## config.mk

```make
export PLATFORM = sky130hd
export DESIGN_NAME = qpu_exu_moitf
export DESIGN_NICKNAME = d
export VERILOG_FILES = /design/src/rtl/qpu_exu_moitf.sv
export SDC_FILE = /design/constraint.sdc
export NUM_CORES = 1
export LEC_CHECK = 0
export CAP_MARGIN = 20
export CORE_MARGIN = 4
export CORE_UTILIZATION = 58
export DETAILED_ROUTE_END_ITERATION = 10
export PLACE_DENSITY = 0.85
export SYNTH_ARGS = -nofsm -noshare
export SYNTH_HDL_FRONTEND = slang
export SYNTH_SLANG_ARGS = --single-unit
export TNS_END_PERCENT = 30
```

## constraint.sdc

```tcl
create_clock -name clk -period 4.95 [get_ports clk]
set_clock_uncertainty 0.15 [all_clocks]
set_input_delay 0.99 -clock clk [delete_from_list [all_inputs] [get_ports clk]]
set_output_delay 0.99 -clock clk [all_outputs]
set_load 0.02 [all_outputs]
```

## src/rtl/qpu_exu_moitf.sv

```systemverilog
// rtl/qpu_exu_moitf.sv - measurement outstanding-instruction tracking FIFO
`ifndef QPU_QUBIT_NUM
`define QPU_QUBIT_NUM 12
`endif

module qpu_exu_moitf #(
    parameter int DEPTH     = 4,
    parameter int QUBIT_NUM = `QPU_QUBIT_NUM,
    localparam int AW       = $clog2(DEPTH)
) (
    input  logic                 clk,
    input  logic                 rst_n,
    input  logic                 dis_ena,
    output logic                 dis_ready,
    input  logic [QUBIT_NUM-1:0] dis_qubitlist,
    input  logic                 dis_qfren,
    output logic                 qf_match,
    input  logic                 ret_ena,
    output logic [QUBIT_NUM-1:0] ret_qubitlist,
    output logic [QUBIT_NUM-1:0] qubit_flag,
    output logic                 moitf_empty,
    output logic [AW:0]          moitf_cnt
);

    logic                 valid_q [DEPTH];
    logic [QUBIT_NUM-1:0] list_q  [DEPTH];

    // Pointers carry an extra wrap bit above the index so full and empty differ.
    logic [AW:0] alc_ptr;
    logic [AW:0] ret_ptr;

    logic full;
    logic alc_fire;
    logic ret_fire;

    // Pointer comparison decides empty/full; count is the wrap-extended difference.
    always_comb begin
        moitf_empty = (alc_ptr == ret_ptr);
        full        = (alc_ptr[AW-1:0] == ret_ptr[AW-1:0]) && (alc_ptr[AW] != ret_ptr[AW]);
        moitf_cnt   = alc_ptr - ret_ptr;
        dis_ready   = ~full;
        alc_fire    = dis_ena & ~full;
        ret_fire    = ret_ena & ~moitf_empty;
    end

    // Pending qubits are the union of every valid entry; match is a plain overlap test.
    always_comb begin
        qubit_flag = '0;
        for (int i = 0; i < DEPTH; i++) begin
            if (valid_q[i]) begin
                qubit_flag = qubit_flag | list_q[i];
            end
        end
        qf_match      = dis_qfren & (|(dis_qubitlist & qubit_flag));
        ret_qubitlist = list_q[ret_ptr[AW-1:0]];
    end

    // Entry storage: allocate writes at alc_ptr, retire clears at ret_ptr.
    always_ff @(posedge clk or negedge rst_n) begin
        if (!rst_n) begin
            for (int i = 0; i < DEPTH; i++) begin
                valid_q[i] <= 1'b0;
                list_q[i]  <= '0;
            end
        end else begin
            // Retire first so an allocate to the same slot (only possible when
            // the buffer is full, where allocate is blocked) can never be lost.
            if (ret_fire) begin
                valid_q[ret_ptr[AW-1:0]] <= 1'b0;
                list_q[ret_ptr[AW-1:0]]  <= '0;
            end
            if (alc_fire) begin
                valid_q[alc_ptr[AW-1:0]] <= 1'b1;
                list_q[alc_ptr[AW-1:0]]  <= dis_qubitlist;
            end
        end
    end

    // Pointer advance; DEPTH is a power of two so natural overflow toggles the wrap bit.
    always_ff @(posedge clk or negedge rst_n) begin
        if (!rst_n) begin
            alc_ptr <= '0;
            ret_ptr <= '0;
        end else begin
            if (alc_fire) begin
                alc_ptr <= alc_ptr + 1'b1;
            end
            if (ret_fire) begin
                ret_ptr <= ret_ptr + 1'b1;
            end
        end
    end

endmodule

```

==> out/qor.txt, run 1 <==
DR vias = 2322
Top cells by area, synth = dfrtp_1 (49%), a22o_1 (14%), mux4_2 (9.1%)
Number of top-level pins = 47
Crit Path Max Fanout = 5
Num CTS Buffers = 9
# fillers = 339
Gr usage total = 27.21%
Setup violators final = 0
Row count = 25
Sequential fraction of the synthesis area = 49.13%
Reg-to-reg endpoint = list_q[32]
Status = complete, no violations
Post-synth top area cell = dfrtp_1
PD cells = 824.7 mW/mm^2
Area Overhead vs Synth = 23.42%
R2r worst-path depth = 7
Post-route ant nets = 0
Hold Startpoint = list_q[31]
Design Area, Final = 0.003646 sq mm
Storage cell area = 0.001451 sq mm
Worst Path Required = 3.81 ns
First-pass GRT wire length = 12.64 mm
Sequential Power Share = 31.7%
Distinct cells, synth = 28
Routed wire length = 7.698 mm
# DRC = 0
Internal = 1.699 mW
Fin Setup TNS = 0 ns
# hold bufs at CTS = 0
CTS sink count = 58
P_sw = 1.308 mW
Synth warn = 0
RSZ-0062 raised after global routing = false
Post-CTS resize count = 0
Die area = 0.006299 sq mm
DP HPWL = 4.808 mm
Placed inst area = 0.003463 sq mm
Hold EP = list_q[31]
Initial antenna violation count = 0
Synth Instances = 234
VDD IR-drop max = 0.0005606 V
Vias/cell = 6.559
Initial core utilization = 61.32%
Worst Setup End Kind = output pin
Post-CTS Setup Bufs = 0
Comb power frac = 54.9%
Share of the synthesized area in the top cell type = 49.13%
Clk slew on worst S/H paths = 0.06 ns
Area of the multi-input gates = 0.001383 sq mm
Fin crit share = 83.35%
Global route overflow = 0
# nets final = 310
Min-delay worst type = reg2reg
R2r setup slk = 1.87 ns
Antenna Cells = 0
Max-cap violation count = 0
Worst-margin pin slew = 0.9551 ns
Fin. max-slew vios = 0
Core area = 0.004817 sq mm
Share of cells above drive strength 1 = 14.63%
Setup CP Type = in2out
Clk root buf = clkbuf_8
Mapped Area = 0.002954 sq mm
Hold Path Stages = 1
Syn_area_per_cell = 12.62 sq um
Hold Fails Final Rpt = 0
Leakage = 1.664 nW
Fmax = 242.4 MHz
CP startpoint kind = input pin
DR iter-0 viols = 240
First-pass detailed-route iteration total = 5
Commonest non-fill, non-tap cells in the layout = dfrtp_1 (58), a22o_1 (48), clkdlybuf4s50_1 (45), a22oi_1 (26), nand2_1 (20)
Wirelength per Cell = 21.75 um
Commonest non-fill, non-tap cell in the layout = dfrtp_1
Synth Net Count = 262
Tmin final = 4.126 ns
Switching share of power = 43.49%
Worst flop-to-flop path startpoint = ret_ptr[1]
Synthesized flop and latch total = 58
CP arrival = 2.99 ns
Clk pwr share = 13.4%
Vias in the first global route = 2416
CTS max path bufs = 2
Htree depth = 3
Max-slew headroom = 36.33%
Die extent in y = 79.37 um
Power Total = 3.007 mW
CTS tree = built
RePlAce Congestion = 0.8701
Die W = 79.37 um
IO Port Bufs = 46
Largest net degree at the start of global routing = 59
Worst-Skew Late Latency = 0.33 ns
critical path: stages:
cell and delay, ns:
clkdlybuf4s50_1 0.50, a21boi_0 0.18, a2111oi_0 0.52, a41oi_1 0.20, clkdlybuf4s50_1 0.59
stage by stage:
step,utilization [%],instances,hold slack [ns],worst slack [ns]
after floorplan,-,234,0.3329,2.054
after global placement,71.90,338,0.3510,0.7932
after detailed placement,71.90,338,0.3590,0.8345
after CTS,75.69,354,0.3761,0.8355
after global routing,75.69,354,0.3886,0.7201
final,75.69,354,0.3751,0.8241
cell families (layout without fill, tap and decap cells):
kind of cell / count (synthesis) / count (layout) / synth area share [%]
and+or+nand+nor: 22 / 22 / 2.880
muxes: 13 / 13 / 9.530
DFF: 58 / 58 / 49.13
buffers and inverters: 27 / 80 / 4.574
AOI/OAI and AO/OA: 97 / 97 / 26.94
xor gates and xnor gates: 6 / 6 / 2.033
adders and majority gates: 11 / 11 / 4.913
area by class of cell:
type / instances / area share [%]
Clock buffer: 14 / 4.736
Inverter: 12 / 1.235
Multi-Input combinational cell: 149 / 37.92
Tap cell: 67 / 2.299
Timing Repair Buffer: 52 / 13.73
Clock inverter: 2 / 0.2745
Sequential cell: 58 / 39.81
metal layers:
| layer | up-vias | routed length, um | GRT usage, % |
|---|---|---|---|
| li1 | 1006 | - | - |
| met1 | 1164 | 3117 | 36.02 |
| met2 | 131 | 3868 | 43.60 |
| met3 | 21 | 538 | 5.669 |
| met4 | 0 | 174 | 11.68 |
| met5 | - | 0 | 0 |
registers in the layout, indices dropped and copies added, names as in the netlist:
name	count
valid_q	4
alc_ptr	3
ret_ptr	3
list_q	48
power groups by stage:
stage	clock network (mW)	registers [mW]	logic, mW
after floorplan	0	0.794	1.14
after global placement	0	0.936	1.62
after detailed placement	0	0.946	1.65
after CTS	0.405	0.940	1.66
after global routing	0.428	0.977	1.77
final	0.403	0.952	1.65
worst max-delay path by stage:
stage | start | to | slack, ns
after floorplan | dis_qubitlist[3] | qf_match | 2.05
after global placement | dis_qubitlist[3] | qf_match | 0.79
after detailed placement | dis_qubitlist[11] | qf_match | 0.83
after CTS | dis_qubitlist[11] | qf_match | 0.84
after global routing | dis_qubitlist[3] | qf_match | 0.72
final | dis_qubitlist[11] | qf_match | 0.82
Yosys cell counts:
library cell	instances
a22o_1	48
mux4_2	12
o21ai_0	1
and2_1	1
a211oi_1	3
mux2_2	1
buf_2	6
a2111oi_0	2
inv_1	12
buf_4	1
a211oi_2	1
xnor2_1	3
clkbuf_1	5
a22oi_1	26
dfrtp_1	58
o21a_1	1
a21boi_0	6
nand2_1	20
a21o_1	4
buf_6	3
xor2_1	2
a21oi_1	1
fa_1	1
nor2_1	1
a41oi_1	1
xor2_2	1
a21oi_2	3
ha_1	10
(Power assumes the default switching activity.)
==> run 2, diff against run 1 <==
- CORE_UTILIZATION: 58 -> 53
- PLACE_DENSITY: 0.85 -> 0.79
- clock period: 4.95 -> 3.8 ns (I/O delays scaled with it)
==> run 2 against run 1 <==
Effect of this change: sequential share of layout area down 0.84 points; utilization decreased by 4.6 points; largest power group unchanged; sequential cell count stayed put; wire length decreased by 0.52%; register-to-register slack got worse by 0.86 ns; sequential power is 23% higher; die area increased by 8.5%; non-clock buffer count up 7; highest routed layer unchanged.
==> out/qor.txt, run 2 (synthesis results as in run 1) <==
# DRC = 0 (unchanged)
Vias/cell = 6.408 (was 6.559)
Design Area, Final = 0.003725 sq mm (was 0.003646 sq mm)
First-pass GRT wire length = 12.46 mm (was 12.64 mm)
CTS tree = built (unchanged)
CP startpoint kind = input pin (unchanged)
Area Overhead vs Synth = 26.09% (was 23.42%)
Clk slew on worst S/H paths = 0.06 ns (about the same)
Fin crit share = 94.96%
Worst-Skew Late Latency = 0.33 ns (about the same)
# fillers = 389 (was 339)
Die extent in y = 82.66 um (was 79.37 um)
CTS sink count = 58 (unchanged)
Slowest CP cell = clkdlybuf4s50_1 (unchanged)
Post-CTS Setup Bufs = 0 (unchanged)
CP Buf/Inv Count = 3 (was 2)
Status = complete, no violations (unchanged)
DR vias = 2326 (was 2322)
Largest Register = list_q (unchanged)
Area of the multi-input gates = 0.001384 sq mm (was 0.001383 sq mm)
Row count = 26 (was 25)
Delay-heaviest family, CP = buffers and inverters (unchanged)
VDD IR-drop max = 0.0008873 V (was 0.0005606 V)
Die area = 0.006832 sq mm (was 0.006299 sq mm)
Biggest regs = list_q (48), valid_q (4) (unchanged)
Fmax = 277.1 MHz
Fin Setup TNS = 0 ns (unchanged)
Num CTS Buffers = 9 (unchanged)
First-pass detailed-route iteration total = 4 (was 5)
Share of cells above drive strength 1 = 16.72% (was 14.63%)
Htree depth = 3 (unchanged)
RePlAce Congestion = 0.8225 (was 0.8701)
IO Port Bufs = 46 (unchanged)
CP dominant cell by count = clkdlybuf4s50_1 (unchanged)
Clk root buf = clkbuf_8 (unchanged)
Crit Path Max Fanout = 5 (unchanged)
Storage cell area = 0.001451 sq mm (unchanged)
Worst path cell trace = clkdlybuf4s50_1 -> a21boi_0 -> a2111oi_0 -> buf_4 -> a41oi_1 -> clkdlybuf4s50_1 (was clkdlybuf4s50_1 -> a21boi_0 -> a2111oi_0 -> a41oi_1 -> clkdlybuf4s50_1)
Top sig layer = met4 (unchanged)
Leakage = 1.707 nW (was 1.664 nW)
DP HPWL = 4.852 mm (was 4.808 mm)
Routed wl met3 = 753 um (was 538 um)
Global route overflow = 0 (unchanged)
Met2 WL = 3.611 mm (was 3.868 mm)
Fin. max-slew vios = 0 (unchanged)
Die W = 82.66 um (was 79.37 um)
Initial core utilization = 56.40% (was 61.32%)
Setup CP Type = in2out (unchanged)
Routed wire length = 7.658 mm (was 7.698 mm)
Number of top-level pins = 47 (unchanged)
Gr usage total = 25.03% (was 27.21%)
Commonest non-fill, non-tap cells in the layout = dfrtp_1 (58), a22o_1 (48), clkdlybuf4s50_1 (45), a22oi_1 (26), nand2_1 (20) (unchanged)
CTS max path bufs = 2 (unchanged)
Largest net degree at the start of global routing = 40 (was 59)
CP arrival = 2.70 ns (was 2.99 ns)
Max-slew headroom = 47.95% (was 36.33%)
Min-delay worst type = in2async (was reg2reg)
DR iter-0 viols = 237 (was 240)
Wirelength per Cell = 21.10 um (was 21.75 um)
Crit-path max cell delay = 0.57 ns (was 0.59 ns)
Worst Path Required = 2.89 ns (was 3.81 ns)
Max-cap violation count = 0 (unchanged)
Vias in the first global route = 2469 (was 2416)
Commonest non-fill, non-tap cell in the layout = dfrtp_1 (unchanged)
Post-route ant nets = 0 (unchanged)
Core area = 0.005238 sq mm (was 0.004817 sq mm)
RSZ-0062 raised after global routing = false (unchanged)
Setup violators final = 0 (unchanged)
Max reg flops = 48 (unchanged)
# nets final = 317 (was 310)
Hold Fails Final Rpt = 0 (unchanged)
Antenna Cells = 0 (unchanged)
Worst-margin pin slew = 0.7808 ns (was 0.9551 ns)
PD cells = 1076 mW/mm^2 (was 824.7 mW/mm^2)
Tmin final = 3.608 ns
Worst Setup End Kind = output pin (unchanged)
Placed inst area = 0.003520 sq mm (was 0.003463 sq mm)
Wl on met1 = 3.104 mm (was 3.117 mm)
Initial antenna violation count = 0 (unchanged)
-- run 2: cell types whose count changed in the layout (fill, tap and decap cells not counted) --
cell | previous run | this run
bufinv_16 | 0 | 1
a2111oi_0 | 2 | 1
clkinv_2 | 2 | 1
buf_4 | 6 | 13
clkbuf_1 | 2 | 1
a2111oi_1 | 0 | 1
-- run 2: per-stage QoR --
step	hold WS, ns	util [%]	instances	setup WS [ns]	power, mW
floorplan	0.3144	-	234	1.204	2.513
global placement	0.3502	67.20	348	0.2052	3.372
detailed placement	0.3529	67.20	348	0.2081	3.403
CTS	0.2192	71.09	363	0.1635	4.014
global route	0.2576	71.12	363	0.08638	4.258
finish	0.2151	71.12	363	0.1916	4.007
-- run 2: layout make-up --
type / instances / share of cell area (%)
clock inverters: 2 / 0.9405
multi-input cells: 149 / 37.15
clock buffers: 13 / 4.535
well taps: 70 / 2.351
repair buffers: 59 / 14.85
inverters: 12 / 1.209
flip-flops and latches: 58 / 38.97
-- run 2: power breakdown --
| group | leakage [nW] | internal (mW) | switching, mW | total (mW) |
|---|---|---|---|---|
| Sequential | 0.742 | 0.863 | 0.304 | 1.17 |
| Combinational | 0.859 | 1.09 | 1.16 | 2.25 |
| Clock | 0.106 | 0.352 | 0.239 | 0.591 |
| Total | 1.71 | 2.31 | 1.70 | 4.01 |
-- run 2: path summary, 6_finish.rpt --
| kind | from | endpoint | cells after the start | slack, ns |
|---|---|---|---|---|
| max | dis_qubitlist[11] | qf_match | 6 | 0.19 |
| min | rst_n | list_q[36] | 1 | 0.22 |
| max reg2reg | ret_ptr[1] | list_q[20] | 7 | 1.01 |
| min reg2reg | ret_ptr[2] | ret_ptr[2] | 1 | 0.37 |
| max in group asynchronous | rst_n | valid_q[3] | 2 | 2.43 |
| min in group clk | ret_ptr[2] | ret_ptr[2] | 1 | 0.37 |
-- run 2: metal layers --
metal | vias up | track usage [%]
met5 | - | 0
met1 | 1168 | 33.22
li1 | 1017 | -
met3 | 18 | 3.688
met4 | 0 | 11.93
met2 | 123 | 40.38
-- run 2: what timing repair did --
| action | CTS | global route |
|---|---|---|
| hold buffers | 0 | 0 |
| gates resized for setup | 0 | 1 |
| setup endpoints to repair | 0 | 1 |
-- run 2: worst register-to-register path, delay by kind of cell (launching register included) --
kind	cells	cell delay, ns
flops	1	0.62
fa+ha+maj	1	0.33
buf+inv	2	0.42
compound gates	3	0.93
simple gates	1	0.28
==> run 3, diff against run 2 <==
- CORE_UTILIZATION: 53 -> 58
- PLACE_DENSITY: 0.79 -> 0.85
- clock period: 3.8 -> 4.5 ns (I/O delays scaled with it)
==> run 3 against run 2 <==
Effect of this change: clock power down 23%; first-iteration DRC count shrank 12%; largest cell class unchanged; non-clock buffer count shrank 6; largest power group unchanged; die area down 7.8%.
==> out/qor.txt, run 3 (synthesis results as in run 1) <==
Status = complete, no violations (unchanged)
RePlAce Congestion = 0.8503 (was 0.8225)
CTS sink count = 58 (unchanged)
Worst-margin pin slew = 0.9162 ns (was 0.7808 ns)
Fin Setup TNS = 0 ns (unchanged)
Crit Path Max Fanout = 5 (unchanged)
Crit-path max cell delay = 0.60 ns (was 0.57 ns)
Tmin final = 3.987 ns
First-pass GRT wire length = 12.45 mm (was 12.46 mm)
CP dominant cell by count = clkdlybuf4s50_1 (unchanged)
Clk slew on worst S/H paths = 0.06 ns (about the same)
Clk root buf = clkbuf_8 (unchanged)
Die W = 79.37 um (was 82.66 um)
CTS tree = built (unchanged)
Max reg flops = 48 (unchanged)
Worst Setup End Kind = output pin (unchanged)
Power Total = 3.320 mW (was 4.007 mW)
Largest Register = list_q (unchanged)
Crit path from = dis_qubitlist[3] (was dis_qubitlist[11])
Worst-Skew Late Latency = 0.33 ns (about the same)
Initial antenna violation count = 0 (unchanged)
Setup violators final = 0 (unchanged)
Largest net degree at the start of global routing = 42 (was 40)
CP startpoint kind = input pin (unchanged)
Share of cells above drive strength 1 = 15.28% (was 16.72%)
First-pass detailed-route iteration total = 5 (was 4)
Max-cap violation count = 0 (unchanged)
Biggest regs = list_q (48), valid_q (4) (unchanged)
Top sig layer = met4 (unchanged)
# DRC = 0 (unchanged)
Routed wl met3 = 603 um (was 753 um)
Delay-heaviest family, CP = buffers and inverters (unchanged)
IO Port Bufs = 46 (unchanged)
RSZ-0062 raised after global routing = false (unchanged)
Final Util = 75.90% (was 71.12%)
Wl on met1 = 3.023 mm (was 3.104 mm)
Hold Fails Final Rpt = 0 (unchanged)
Routed wire length = 7.593 mm (was 7.658 mm)
Die area = 0.006299 sq mm (was 0.006832 sq mm)
Vias/cell = 6.504 (was 6.408)
Worst Path Required = 3.45 ns (was 2.89 ns)
# nets final = 311 (was 317)
Initial core utilization = 61.32% (was 56.40%)
Fin. max-slew vios = 0 (unchanged)
Gr usage total = 26.59% (was 25.03%)
Worst Hold Margin = 0.3721 ns (was 0.2151 ns)
CP Buf/Inv Count = 2 (was 3)
Worst path cell trace = clkdlybuf4s50_1 -> a21boi_0 -> a2111oi_0 -> a41oi_1 -> clkdlybuf4s50_1 (was clkdlybuf4s50_1 -> a21boi_0 -> a2111oi_0 -> buf_4 -> a41oi_1 -> clkdlybuf4s50_1)
Row count = 25 (was 26)
Fin crit share = 88.60%
VDD IR-drop max = 0.0006900 V (was 0.0008873 V)
Wirelength per Cell = 21.39 um (was 21.10 um)
Area Overhead vs Synth = 23.76% (was 26.09%)
Num CTS Buffers = 9 (unchanged)
PD cells = 908.1 mW/mm^2 (was 1076 mW/mm^2)
DR iter-0 viols = 209 (was 237)
Post-route ant nets = 0 (unchanged)
DP HPWL = 4.857 mm (was 4.852 mm)
# hold bufs at CTS = 0 (unchanged)
CTS max path bufs = 2 (unchanged)
Min-delay worst type = reg2reg (was in2async)
Worst flop-to-flop path startpoint = ret_ptr[1] (unchanged)
# fillers = 339 (was 389)
CP arrival = 2.94 ns (was 2.70 ns)
Leakage = 1.668 nW (was 1.707 nW)
Hold Startpoint = list_q[47]
Fin worst setup slack = 0.5131 ns (was 0.1916 ns)
Htree depth = 3 (unchanged)
Core area = 0.004817 sq mm (was 0.005238 sq mm)
R2r setup slk = 1.19 ns (was 1.01 ns)
Commonest non-fill, non-tap cells in the layout = dfrtp_1 (58), a22o_1 (48), clkdlybuf4s50_1 (45), a22oi_1 (26), nand2_1 (20) (unchanged)
Slowest CP cell = a2111oi_0 (was clkdlybuf4s50_1)
Die extent in y = 79.37 um (was 82.66 um)
Commonest non-fill, non-tap cell in the layout = dfrtp_1 (unchanged)
Setup CP Type = in2out (unchanged)
Vias in the first global route = 2379 (was 2469)
Fmax = 250.8 MHz
Max-slew headroom = 38.92% (was 47.95%)
Antenna Cells = 0 (unchanged)
DR vias = 2309 (was 2326)
Number of top-level pins = 47 (unchanged)
Post-CTS resize count = 0 (unchanged)
Global route overflow = 0 (unchanged)
DP Worst Slack = 0.4657 ns (was 0.2081 ns)
Met2 WL = 3.844 mm (was 3.611 mm)
Post-CTS Setup Bufs = 0 (unchanged)
[run 3: report_power, final]
group          switching (mW)  internal (mW)  total (mW)
combinational           0.943          0.903        1.85
clock                   0.204          0.251       0.456
sequential              0.289          0.729        1.02
[run 3: per-stage QoR]
step / instances / area (sq um)
after global placement: 339 / 3471
after floorplan: 234 / 2954
final: 355 / 3656
after detailed placement: 339 / 3471
after global routing: 355 / 3656
after CTS: 355 / 3656
[run 3: path summary, 6_finish.rpt]
kind,end,depth (start not counted)
setup reg to reg,list_q[10],8
min in group asynchronous,valid_q[3],1
hold reg to reg,list_q[47],1
max in group asynchronous,list_q[19],2
hold / removal,list_q[47],1
setup / recovery,qf_match,5
[run 3: area by class of cell]
type	count	area [sq um]	share of cell area [%]
Clock buffer	10	127.6	3.491
Inverter	12	45.04	1.232
Timing Repair Buffer	53	508.0	13.89
Clock inverter	6	57.56	1.574
Tap cell	67	83.83	2.293
Multi-Input combinational cell	149	1383	37.82
Sequential cell	58	1451	39.70
[run 3: layer usage]
layer | GRT usage, % | vias up
met5 | 0 | -
met4 | 8.935 | 0
met3 | 8.163 | 14
met2 | 43.86 | 121
met1 | 33.38 | 1167
li1 | - | 1007
